### src/rtl/maxnet_iter_ctrl.sv
// Maxnet iteration sequencer: loads activations, issues competition steps until a single
// survivor, all-zero, or iteration timeout, then presents the winning label on a valid/ready port.
module maxnet_iter_ctrl #(
    parameter int MAX_ITER = 64,
    parameter int CW       = 8
) (
    input  logic          clk,
    input  logic          rst,
    input  logic          start,
    output logic          busy,
    output logic          load,
    output logic          step_req,
    input  logic          step_ack,
    input  logic [31:0]   x1,
    input  logic [31:0]   x2,
    input  logic [31:0]   x3,
    input  logic [31:0]   x4,
    input  logic [31:0]   a1,
    input  logic [31:0]   a2,
    input  logic [31:0]   a3,
    input  logic [31:0]   a4,
    output logic [31:0]   out,
    output logic [1:0]    out_idx,
    output logic          out_valid,
    input  logic          out_ready,
    output logic          err_allzero,
    output logic          err_timeout,
    output logic [CW-1:0] iter_count
);

    typedef enum logic [2:0] {
        S_IDLE,
        S_LOAD,
        S_CHECK,
        S_STEP,
        S_WAIT,
        S_DONE
    } state_t;

    state_t        state, state_nx;
    logic [31:0]   out_q, out_nx;
    logic [1:0]    idx_q, idx_nx;
    logic          az_q, az_nx;
    logic          to_q, to_nx;
    logic [CW-1:0] iter_q, iter_nx;

    // Sign bit is ignored so that -0 counts as zero.
    logic [3:0] nz;
    logic [2:0] nz_cnt;
    assign nz[0]  = |x1[30:0];
    assign nz[1]  = |x2[30:0];
    assign nz[2]  = |x3[30:0];
    assign nz[3]  = |x4[30:0];
    assign nz_cnt = {2'b00, nz[0]} + {2'b00, nz[1]} + {2'b00, nz[2]} + {2'b00, nz[3]};

    // Highest-index non-zero activation; with a single survivor this is that survivor.
    logic [1:0]  win_idx;
    logic [31:0] win_lbl;
    always_comb begin
        win_idx = 2'd0;
        win_lbl = a1;
        if (nz[3]) begin
            win_idx = 2'd3;
            win_lbl = a4;
        end else if (nz[2]) begin
            win_idx = 2'd2;
            win_lbl = a3;
        end else if (nz[1]) begin
            win_idx = 2'd1;
            win_lbl = a2;
        end
    end

    localparam logic [CW-1:0] ITER_LIMIT = CW'(MAX_ITER);
    localparam logic [CW-1:0] ITER_SAT   = {CW{1'b1}};

    always_comb begin
        state_nx = state;
        out_nx   = out_q;
        idx_nx   = idx_q;
        az_nx    = az_q;
        to_nx    = to_q;
        iter_nx  = iter_q;
        case (state)
            S_IDLE: begin
                if (start) begin
                    state_nx = S_LOAD;
                    iter_nx  = '0;
                    az_nx    = 1'b0;
                    to_nx    = 1'b0;
                end
            end
            S_LOAD: state_nx = S_CHECK;
            S_CHECK: begin
                if (nz_cnt == 3'd0) begin
                    state_nx = S_DONE;
                    out_nx   = '0;
                    idx_nx   = 2'd0;
                    az_nx    = 1'b1;
                end else if (nz_cnt == 3'd1) begin
                    state_nx = S_DONE;
                    out_nx   = win_lbl;
                    idx_nx   = win_idx;
                end else if (iter_q == ITER_LIMIT) begin
                    state_nx = S_DONE;
                    out_nx   = win_lbl;
                    idx_nx   = win_idx;
                    to_nx    = 1'b1;
                end else begin
                    state_nx = S_STEP;
                end
            end
            S_STEP: state_nx = S_WAIT;
            S_WAIT: begin
                if (step_ack) begin
                    state_nx = S_CHECK;
                    iter_nx  = (iter_q == ITER_SAT) ? iter_q : iter_q + CW'(1);
                end
            end
            S_DONE: begin
                if (out_ready) state_nx = S_IDLE;
            end
            default: state_nx = S_IDLE;
        endcase
    end

    always_ff @(posedge clk or posedge rst) begin
        if (rst) begin
            state  <= S_IDLE;
            out_q  <= '0;
            idx_q  <= 2'd0;
            az_q   <= 1'b0;
            to_q   <= 1'b0;
            iter_q <= '0;
        end else begin
            state  <= state_nx;
            out_q  <= out_nx;
            idx_q  <= idx_nx;
            az_q   <= az_nx;
            to_q   <= to_nx;
            iter_q <= iter_nx;
        end
    end

    // Decoded straight from state so that reset removes them without waiting for a clock.
    assign busy        = (state != S_IDLE);
    assign load        = (state == S_LOAD);
    assign step_req    = (state == S_STEP) || (state == S_WAIT);
    assign out_valid   = (state == S_DONE);
    assign out         = out_q;
    assign out_idx     = idx_q;
    assign err_allzero = az_q;
    assign err_timeout = to_q;
    assign iter_count  = iter_q;

endmodule

### config.mk
export PLATFORM = sky130hd
export DESIGN_NAME = maxnet_iter_ctrl
export DESIGN_NICKNAME = d
export VERILOG_FILES = /design/src/rtl/maxnet_iter_ctrl.sv
export SDC_FILE = /design/constraint.sdc
export NUM_CORES = 1
export LEC_CHECK = 0
export ABC_AREA = 1
export CAP_MARGIN = 10
export CORE_AREA = 2 2 119 121
export CTS_CLUSTER_SIZE = 16
export DETAILED_ROUTE_END_ITERATION = 12
export DIE_AREA = 0 0 121 123
export PLACE_DENSITY = 0.74
export SLEW_MARGIN = 20
export SYNTH_ARGS = -nofsm -noshare
export SYNTH_HDL_FRONTEND = slang
export SYNTH_SLANG_ARGS = --single-unit
### constraint.sdc
create_clock -name clk -period 1.8 [get_ports clk]
set_input_delay 0.54 -clock clk [delete_from_list [all_inputs] [get_ports clk]]
set_output_delay 0.54 -clock clk [all_outputs]
set_load 0.05 [all_outputs]
==> metrics.md, run 1 <==
| Metric | Value |
|---|---|
| Status | `finished with violations` |
| Failing checks | `negative setup slack` |
| Gate Count Post-Synth | `704` |
| RSZ-0062 raised after global routing | `yes` |
| Vias post-DR | `5,442` |
| Crit-path cells | `buf_6 > nor4_4 > nand4_1 > nor2_2 > fa_1 > inv_2 > ha_4 > inv_2 > ha_4 > nor3_4 > nor2_4 > clkinv_4 > clkbuf_16 > nor2_2 > nand2_1 > nand2_1` |
| Vias/cell | `4.49` |
| H-tree depth | `2` |
| Min cycle time layout | `2780 ps` |
| Vias in the first global route | `5,432` |
| Layout cells sized above 1 | `20.1%` |
| I/O pin count | `309` |
| Post-route design area | `0.00818 mm^2` |
| Number of antenna diodes | `0` |
| Worst path buffer plus inverter count | `5` |
| Die area | `0.0149 mm^2` |
| #FFs+latches synth | `47` |
| Die H | `123 um` |
| DR WL/cell | `13.9 um` |
| IO Port Bufs | `304` |
| Top post-synthesis cells by count | `nand2_1 (217), nor2_1 (183), inv_1 (81)` |
| Largest net degree at the start of global routing | `64` |
| Std-Cell Core Area | `0.0136 mm^2` |
| CP endpoint kind | `flip-flop` |
| VDD IR-drop max | `0.000437 V` |
| Top FF cell, synth | `dfrtp_1` |
| Top delay family on crit path | `simple AND/OR/NAND/NOR gates` |
| Part of the Yosys area used for sequential elements | `28.4%` |
| Worst Path Max Fanout | `7` |
| Setup CP Type | `input port to flip-flop` |
| P per Cell Area | `495 mW/mm^2` |
| Crit path DAT | `2960 ps` |
| Yosys top cell area share | `28.4%` |
| Congestion Overflow GR | `0` |
| HPWL after detailed placement | `12,800 um` |
| Placed Area | `0.00771 mm^2` |
| Fin worst setup slack | `-984 ps` |
| Post-synth top area cell | `dfrtp_1` |
| Clock skew | `3.69 ps` |
| Starting density of the core | `30.4%` |
| Ys Warns | `0` |
| Fin. Hold Viols | `0` |
| Final wirelength | `16,800 um` |
| Final nets | `1,298` |
| Std-Cell Rows | `43` |
| CTS Root Cell | `clkbuf_16` |
| First-pass GRT wire length | `26,000 um` |
| Worst skew pair latency | `280 ps` |
| CTS Buffer Depth | `2` |
| Dpl cells | `1,185` |
| Fill cells | `1,311` |
| Tcrit/Tclk final | `155%` |
| Die W | `121 um` |
| Antenna-violating nets left | `0` |
| Hold Crit Class | `flip-flop to flip-flop` |
| Final setup fails | `39` |
| Total GRT Usage | `22.0%` |
| Post-synthesis async set-or-reset flop share | `100%` |
| Mapped Area | `0.00414 mm^2` |
| Slew Limit Fails | `0` |
| Synth cell types | `31` |
| Number of synthesized flops with an enable pin | `0` |
| Max_slew headroom | `55.8%` |
| Final Core Density | `60.1%` |
| Syn Area/Cell | `5.88 um^2` |
| Syn_nets | `971` |
| 1st-iter DRT viols | `257` |
| Max frequency | `0.359 GHz` |
| Initial antenna violation count | `0` |
| Max-Cap Viols | `0` |
| Clock sink count | `47` |
| Slew @ Worst Pin | `663 ps` |
| Area Growth Syn to Fin | `97.6%` |
| CP max stage delay | `440 ps` |
| Worst EP required | `1970 ps` |
| Cts hold-fix bufs | `0` |
| Sequential Area | `0.00118 mm^2` |
| Count leader, synth | `nand2_1` |
| Post-route DRC | `0` |
| CP Launch Type | `input port` |
| Area of the multi-input gates | `0.00277 mm^2` |
| Non-filler cells, final | `1,212` |
| Pre-CTS setup slack | `-1780 ps` |
| Slowest cell on the critical path | `fa_1` |
| Main area contributors after synthesis | `dfrtp_1 (28%), nand2_1 (20%), nor2_1 (17%)` |
| Pre-antenna DRT Iters | `4` |
| Reg clk slew, reported paths | `60 ps` |
| CTS tree | `yes` |
| Static leakage power | `3.74 nW` |
| Gpl congestion | `0.877` |
| TritonCTS buffer count | `5` |
power breakdown:
group / total, mW / leakage (nW) / internal (mW) / switching [mW]
logic: 1.93 / 3.02 / 1.08 / 0.851
clock network: 0.950 / 0.0739 / 0.552 / 0.398
registers: 1.17 / 0.645 / 1.11 / 0.0659
total: 4.05 / 3.74 / 2.74 / 1.31
logic make-up (layout without fill, tap and decap cells):
kind of cell / count (synthesis) / in the layout / share of synthesized area, %
AO/OA/AOI/OAI: 46 / 46 / 8.03
adder cells (fa/ha/maj): 6 / 6 / 1.99
buffers and inverters: 116 / 444 / 11.9
AND/OR/NAND/NOR: 484 / 484 / 48.7
flip-flops: 47 / 47 / 28.4
XOR/XNOR: 5 / 5 / 1.06
sequential cells by signal, summed over array words and instances, names as in the netlist:
| register | cells |
|---|---|
| iter_count | 8 |
| state | 3 |
| err_allzero | 1 |
| out_idx | 2 |
| err_timeout | 1 |
| out | 32 |
cells in the final DEF (no fill, tap or decap), drive strengths merged, types with 9 or more instances in the layout:
| cell | count |
|---|---|
| inv | 87 |
| o21ai | 9 |
| clkdlybuf4s50 | 163 |
| clkbuf | 10 |
| o21bai | 32 |
| buf | 111 |
| nor2 | 206 |
| clkdlybuf4s15 | 38 |
| nand2 | 221 |
| dfrtp | 47 |
| nand3 | 37 |
| dlygate4sd2 | 33 |
worst reg2reg max path, cell delays in order (launching register included):
cell,delay (ps)
dfrtp_2,400
inv_1,110
ha_1,170
nand4_1,230
nand2_1,180
nand2_4,80
nor2_4,120
clkinv_4,140
buf_8,170
nor2_2,110
nand2_1,60
nand2_1,60
cell type report:
cell class,count,area share [%]
clock buffer,7,1.74
clock inverter,1,0.0612
inverter,88,4.16
multi-input combinational,541,33.8
sequential,47,14.4
tap,180,2.75
timing repair buffer,348,43.1
layer usage:
| layer | part of all wire (%) | up-vias | wire length (um) | global-route usage (%) |
|---|---|---|---|---|
| met4 | 2.0 | 0 | 340 | 5.52 |
| met2 | 50 | 202 | 8370 | 40.3 |
| met3 | 8.5 | 26 | 1420 | 6.27 |
| li1 | - | 2779 | - | - |
| met5 | 0 | - | 0 | 0 |
| met1 | 40 | 2435 | 6670 | 25.1 |
metrics by stage:
step           power, mW  hold WS (ps)  TNS, ps
2_1_floorplan       1.87           585   -36690
3_3_place_gp        2.79           464   -57880
3_5_place_dp        2.82           466   -65410
4_1_cts             3.85           484   -32200
5_1_grt             4.25           508   -39160
6_report            4.05           476   -35170
what timing repair did:
action | CTS | global route
buffers inserted | 12 | 9
gates cloned | 3 | 1
pin swaps | 65 | 48
setup endpoints to repair | 41 | 42
resized for setup | 225 | 39
worst paths after layout:
path | start | end | slack [ps] | depth (start not counted)
setup / recovery | x1[25] | out[5] | -980 | 16
hold reg to reg | out[12] | out[12] | 480 | 2
hold / removal | out[12] | out[12] | 480 | 2
max in group asynchronous | rst | state[1] | 940 | 3
setup reg to reg | iter_count[0] | out[19] | -80 | 11
min in group asynchronous | rst | iter_count[0] | 610 | 3
Power figures use the tool's default switching activity.
==> inputs of run 2 (changes only) <==
clock period = 2.6 ns   (was 1.8 ns; I/O delays follow)
==> metrics.md, run 2 (synthesized netlist as in run 1, its figures left out) <==
| Metric | Value |
|---|---|
| Status | `finished with violations` |
| Failing checks | `negative setup slack` |
| DR WL/cell | `13.8 um` |
| HP Start | `out[10]` |
| Vias post-DR | `5,255` |
| IO Port Bufs | `304` |
| Max-Cap Viols | `0` |
| CTS tree | `yes` |
| Fill cells | `1,367` |
| Worst skew pair latency | `280 ps` |
| Placed Area | `0.00748 mm^2` |
| 1st-iter DRT viols | `246` |
| Max frequency | `0.346 GHz` |
| Crit path DAT | `3120 ps` |
| CP max stage delay | `420 ps` |
| Area Growth Syn to Fin | `82.1%` |
| VDD IR-drop max | `0.000258 V` |
| Power Total | `2.43 mW` |
| Grt met1 use | `25.5%` |
| Die H | `123 um` |
| Hold Crit Class | `flip-flop to flip-flop` |
| Setup CP Type | `input port to flip-flop` |
| Std-Cell Rows | `43` |
| Vias/cell | `4.42` |
| Slowest cell on the critical path | `fa_1` |
| Total GRT Usage | `22.2%` |
| Starting density of the core | `30.4%` |
| Congestion Overflow GR | `0` |
| Std-Cell Core Area | `0.0136 mm^2` |
| Power share of the sequential group | `32.8%` |
| CP endpoint kind | `flip-flop` |
| RSZ-0062 raised after global routing | `yes` |
| Static leakage power | `3.39 nW` |
| I/O pin count | `309` |
| Post-route design area | `0.00754 mm^2` |
| Commonest cells after routing, fill and taps aside | `nand2_1 (213), clkdlybuf4s50_1 (207), nor2_1 (161)` |
| Crit path launch | `x1[17]` |
| Number of antenna diodes | `0` |
| CTS Root Cell | `clkbuf_16` |
| RR Startpoint | `iter_count[0]` |
| Sequential Area | `0.00118 mm^2` |
| TritonCTS buffer count | `5` |
| Clock sink count | `47` |
| Largest net degree at the start of global routing | `64` |
| HPWL after detailed placement | `13,100 um` |
| Fin worst setup slack | `-294 ps` |
| Die W | `121 um` |
| Met2 Track Usage GR | `40.6%` |
| Post-route DRC | `0` |
| Min cycle time layout | `2890 ps` |
| Crit-path cells | `buf_6 > nor4_4 > nand4_1 > nor2_2 > fa_1 > inv_1 > ha_2 > inv_2 > ha_4 > nor3_4 > nor2_4 > inv_4 > buf_6 > buf_4 > nor2_1 > nand2_1 > nand2_1` |
| Slew Limit Fails | `0` |
| Tcrit/Tclk final | `111%` |
| Initial antenna violation count | `0` |
| Reg clk slew, reported paths | `70 ps` |
| P per Cell Area | `323 mW/mm^2` |
| Antenna-violating nets left | `0` |
| Pre-antenna DRT Iters | `4` |
| Max_slew headroom | `57.1%` |
| Fin. Hold Viols | `0` |
| Worst EP required | `2830 ps` |
| Total net switching power | `0.798 mW` |
| Die area | `0.0149 mm^2` |
| Clock skew | `4.50 ps` |
| Gate power share | `38.8%` |
| H-tree depth | `2` |
| Layout cells sized above 1 | `18.6%` |
| Max reg flops | `32` |
| Worst Path Max Fanout | `4` |
| Busiest grt layer | `met2` |
| Final wirelength | `16,500 um` |
| Clock share of power | `28.4%` |
| Pre-CTS setup slack | `-1010 ps` |
| CP Launch Type | `input port` |
| Grt met3 use | `6.32%` |
| Area of the multi-input gates | `0.00271 mm^2` |
| P_int | `1.64 mW` |
| CTS Buffer Depth | `2` |
| Vias in the first global route | `5,356` |
| Sw Ratio | `32.8%` |
| Gpl congestion | `0.875` |
| Final setup fails | `35` |
| Final nets | `1,274` |
| Slew @ Worst Pin | `643 ps` |
| Commonest non-fill, non-tap cell in the layout | `nand2_1` |
| First-pass GRT wire length | `25,900 um` |
## run 2: path summary, 6_finish.rpt
check / endpoint / slack [ps] / depth (start not counted)
max: out[25] / -290 / 17
min: out[10] / 480 / 2
max reg2reg: out[25] / 730 / 12
min reg2reg: out[10] / 480 / 2
max in group asynchronous: err_allzero / 1270 / 3
min in group asynchronous: out[1] / 820 / 2
## run 2: final cells by class
class | instances | area share [%]
clock buffer | 7 | 2.02
clock inverter | 1 | 0.0995
inverter | 88 | 4.41
multi-input combinational | 541 | 35.9
sequential | 47 | 15.6
tap | 180 | 2.99
timing repair buffer | 324 | 38.9
## run 2: per-layer routing
metal,wire length [um],share of wire (%)
met5,0,0
met4,314,1.9
met3,1330,8.1
met2,8140,49
met1,6670,41
## run 2: repair_timing
item | in CTS | in global routing
buffers inserted | 4 | 1
pin swaps | 58 | 19
cloned | 1 | 0
endpoints found under the setup margin | 38 | 38
hold buffers | 0 | 0
endpoints found under the hold margin | 0 | 0
resized for setup | 321 | 20
## run 2: power by group through the flow
| stage | Sequential, mW | Clock, mW | Combinational, mW |
|---|---|---|---|
| final | 0.799 | 0.692 | 0.944 |
| after global routing | 0.803 | 0.745 | 1.03 |
| after CTS | 0.798 | 0.707 | 0.940 |
| after detailed placement | 0.812 | 0 | 0.975 |
| after global placement | 0.812 | 0 | 0.966 |
| after floorplan | 0.838 | 0 | 0.446 |
## run 2: through the flow
step | hold WS (ps) | utilization, % | instances | setup TNS (ps)
floorplan | 585 | - | 704 | -15410
global placement | 461 | 54.9 | 1178 | -34380
detailed placement | 464 | 54.9 | 1178 | -35770
CTS | 482 | 55.4 | 1190 | -9200
global route | 496 | 55.4 | 1188 | -12590
finish | 481 | 55.4 | 1188 | -8040
## run 2: worst max-delay path: cells and delay by family
kind          cells  cell delay (ps)
fa+ha+maj         3              870
buf+inv           6              530
simple gates      8              920
==> inputs of run 3 (changes only) <==
CORE_AREA = 2 2 121 123   (was 2 2 119 121)
CTS_BUF_LIST = sky130_fd_sc_hd__clkbuf_2 sky130_fd_sc_hd__clkbuf_4 sky130_fd_sc_hd__clkbuf_8   (was not set)
DIE_AREA = 0 0 123 125   (was 0 0 121 123)
PLACE_DENSITY = 0.72   (was 0.74)
==> metrics.md, run 3 (synthesized netlist as in run 1, its figures left out) <==
| Metric | Value |
|---|---|
| Status | `finished with violations` |
| Failing checks | `negative setup slack` |
| Non-filler cells, final | `1,194` |
| Worst skew pair latency | `310 ps` |
| Clock skew | `6.62 ps` |
| P per Cell Area | `315 mW/mm^2` |
| CTS Buffer Depth | `2` |
| Crit-path cells | `buf_6 > nor4_4 > nand4_1 > nor2_2 > fa_1 > inv_2 > ha_4 > inv_2 > ha_4 > nor3_4 > nor2_4 > inv_4 > buf_12 > buf_12 > nor2_1 > nand2_1 > nand2_1` |
| 1st-iter DRT viols | `175` |
| Max frequency | `0.347 GHz` |
| H-tree depth | `2` |
| Fill cells | `1,446` |
| HPWL after detailed placement | `12,700 um` |
| TritonCTS buffer count | `5` |
| I/O pin count | `309` |
| Total net switching power | `0.778 mW` |
| Commonest cells after routing, fill and taps aside | `nand2_1 (213), clkdlybuf4s50_1 (207), nor2_1 (154)` |
| Initial antenna violation count | `1` |
| Fin. Hold Viols | `0` |
| CP max stage delay | `430 ps` |
| Pre-antenna DRT Iters | `4` |
| Power Total | `2.39 mW` |
| Final Core Density | `53.5%` |
| Crit path DAT | `3130 ps` |
| Post-route design area | `0.00759 mm^2` |
| Setup CP Type | `input port to flip-flop` |
| Tcrit/Tclk final | `111%` |
| Gate power share | `39.1%` |
| Die W | `123 um` |
| Clock share of power | `27.5%` |
| Hold Crit Class | `flip-flop to flip-flop` |
| Vias in the first global route | `5,371` |
| Sw Ratio | `32.5%` |
| Reg-to-reg slack, setup | `780 ps` |
| Final nets | `1,275` |
| Power share of the sequential group | `33.4%` |
| Final hold slack | `483 ps` |
| Die area | `0.0154 mm^2` |
| Congestion Overflow GR | `0` |
| CP Launch Type | `input port` |
| Vias post-DR | `5,371` |
| Slowest cell on the critical path | `fa_1` |
| Final setup fails | `35` |
| Top delay family on crit path | `simple AND/OR/NAND/NOR gates` |
| Cts hold-fix bufs | `0` |
| CTS tree | `yes` |
| Std-Cell Core Area | `0.0142 mm^2` |
| Layout cells sized above 1 | `19.1%` |
| Total GRT Usage | `21.4%` |
| Placed Area | `0.00747 mm^2` |
| Min cycle time layout | `2880 ps` |
| Area Growth Syn to Fin | `83.3%` |
| Worst path buffer plus inverter count | `6` |
| Fin worst setup slack | `-282 ps` |
| Final wirelength | `16,600 um` |
| CTS Root Cell | `clkbuf_8` |
| Largest net degree at the start of global routing | `64` |
| Vias/cell | `4.50` |
| P_int | `1.62 mW` |
| Worst Path Max Fanout | `9` |
| Reg clk slew, reported paths | `90 ps` |
| DR WL/cell | `13.9 um` |
| Antenna-violating nets left | `0` |
| IO Port Bufs | `304` |
| First-pass GRT wire length | `25,900 um` |
| Slew @ Worst Pin | `646 ps` |
| Starting density of the core | `29.2%` |
| VDD IR-drop max | `0.000183 V` |
| Max reg flops | `32` |
| Gpl congestion | `0.828` |
| RSZ-0062 raised after global routing | `yes` |
| Max-Cap Viols | `0` |
| Die H | `125 um` |
| Max_slew headroom | `56.9%` |
| Clock sink count | `47` |
| CP endpoint kind | `flip-flop` |
| Dpl cells | `1,182` |
| Worst EP required | `2850 ps` |
| Post-route DRC | `0` |
| Static leakage power | `3.40 nW` |
| Std-Cell Rows | `44` |
| Commonest non-fill, non-tap cell in the layout | `nand2_1` |
| Slew Limit Fails | `0` |
-- run 3: metrics by stage --
stage | setup WS, ps | setup TNS (ps)
2_1_floorplan | -472 | -15410
3_3_place_gp | -1050 | -38090
3_5_place_dp | -1090 | -39700
4_1_cts | -265 | -8440
5_1_grt | -404 | -12320
6_report | -282 | -8200
-- run 3: area by class of cell --
| cell class | instances | area, um^2 | share of cell area [%] |
|---|---|---|---|
| Timing Repair Buffer | 325 | 2950 | 38.9 |
| Inverter | 88 | 333 | 4.38 |
| Tap cell | 184 | 230 | 3.03 |
| Clock buffer | 6 | 76.3 | 1.01 |
| Sequential cell | 47 | 1180 | 15.5 |
| Antenna cell | 1 | 2.50 | 0.0330 |
| Clock inverter | 2 | 60.1 | 0.791 |
| Multi-Input combinational cell | 541 | 2770 | 36.4 |
-- run 3: per-layer routing --
layer	up-vias	wire length (um)	global-route usage (%)
met5	-	0	0
met1	2385	6560	24.3
met3	30	1180	4.01
li1	2737	-	-
met4	0	398	6.15
met2	219	8420	39.9
-- run 3: worst paths after layout --
path	start	endpoint	cells past startpoint
setup / recovery	x1[13]	out[26]	17
hold / removal	out[18]	out[18]	2
setup reg to reg	iter_count[0]	out[26]	12
hold reg to reg	out[18]	out[18]	2
max in group asynchronous	rst	out[26]	3
min in group asynchronous	rst	iter_count[2]	2
-- run 3: what timing repair did --
item	CTS	global route
buffers inserted	4	2
pin swaps	65	55
resized for setup	270	80
hold endpoints to repair	0	0
endpoints found under the setup margin	38	38
cloned	2	0
-- run 3: worst min-delay path, stage by stage (launching register included) --
cell,delay [ps]
dfrtp_1,350
nand2_1,60
nand2_1,50
-- run 3: power groups by stage --
| stage | Combinational [mW] | Sequential, mW | Clock [mW] |
|---|---|---|---|
| floorplan | 0.446 | 0.838 | 0 |
| global placement | 0.968 | 0.813 | 0 |
| detailed placement | 0.974 | 0.815 | 0 |
| CTS | 0.943 | 0.800 | 0.683 |
| global route | 1.02 | 0.807 | 0.710 |
| finish | 0.935 | 0.800 | 0.659 |
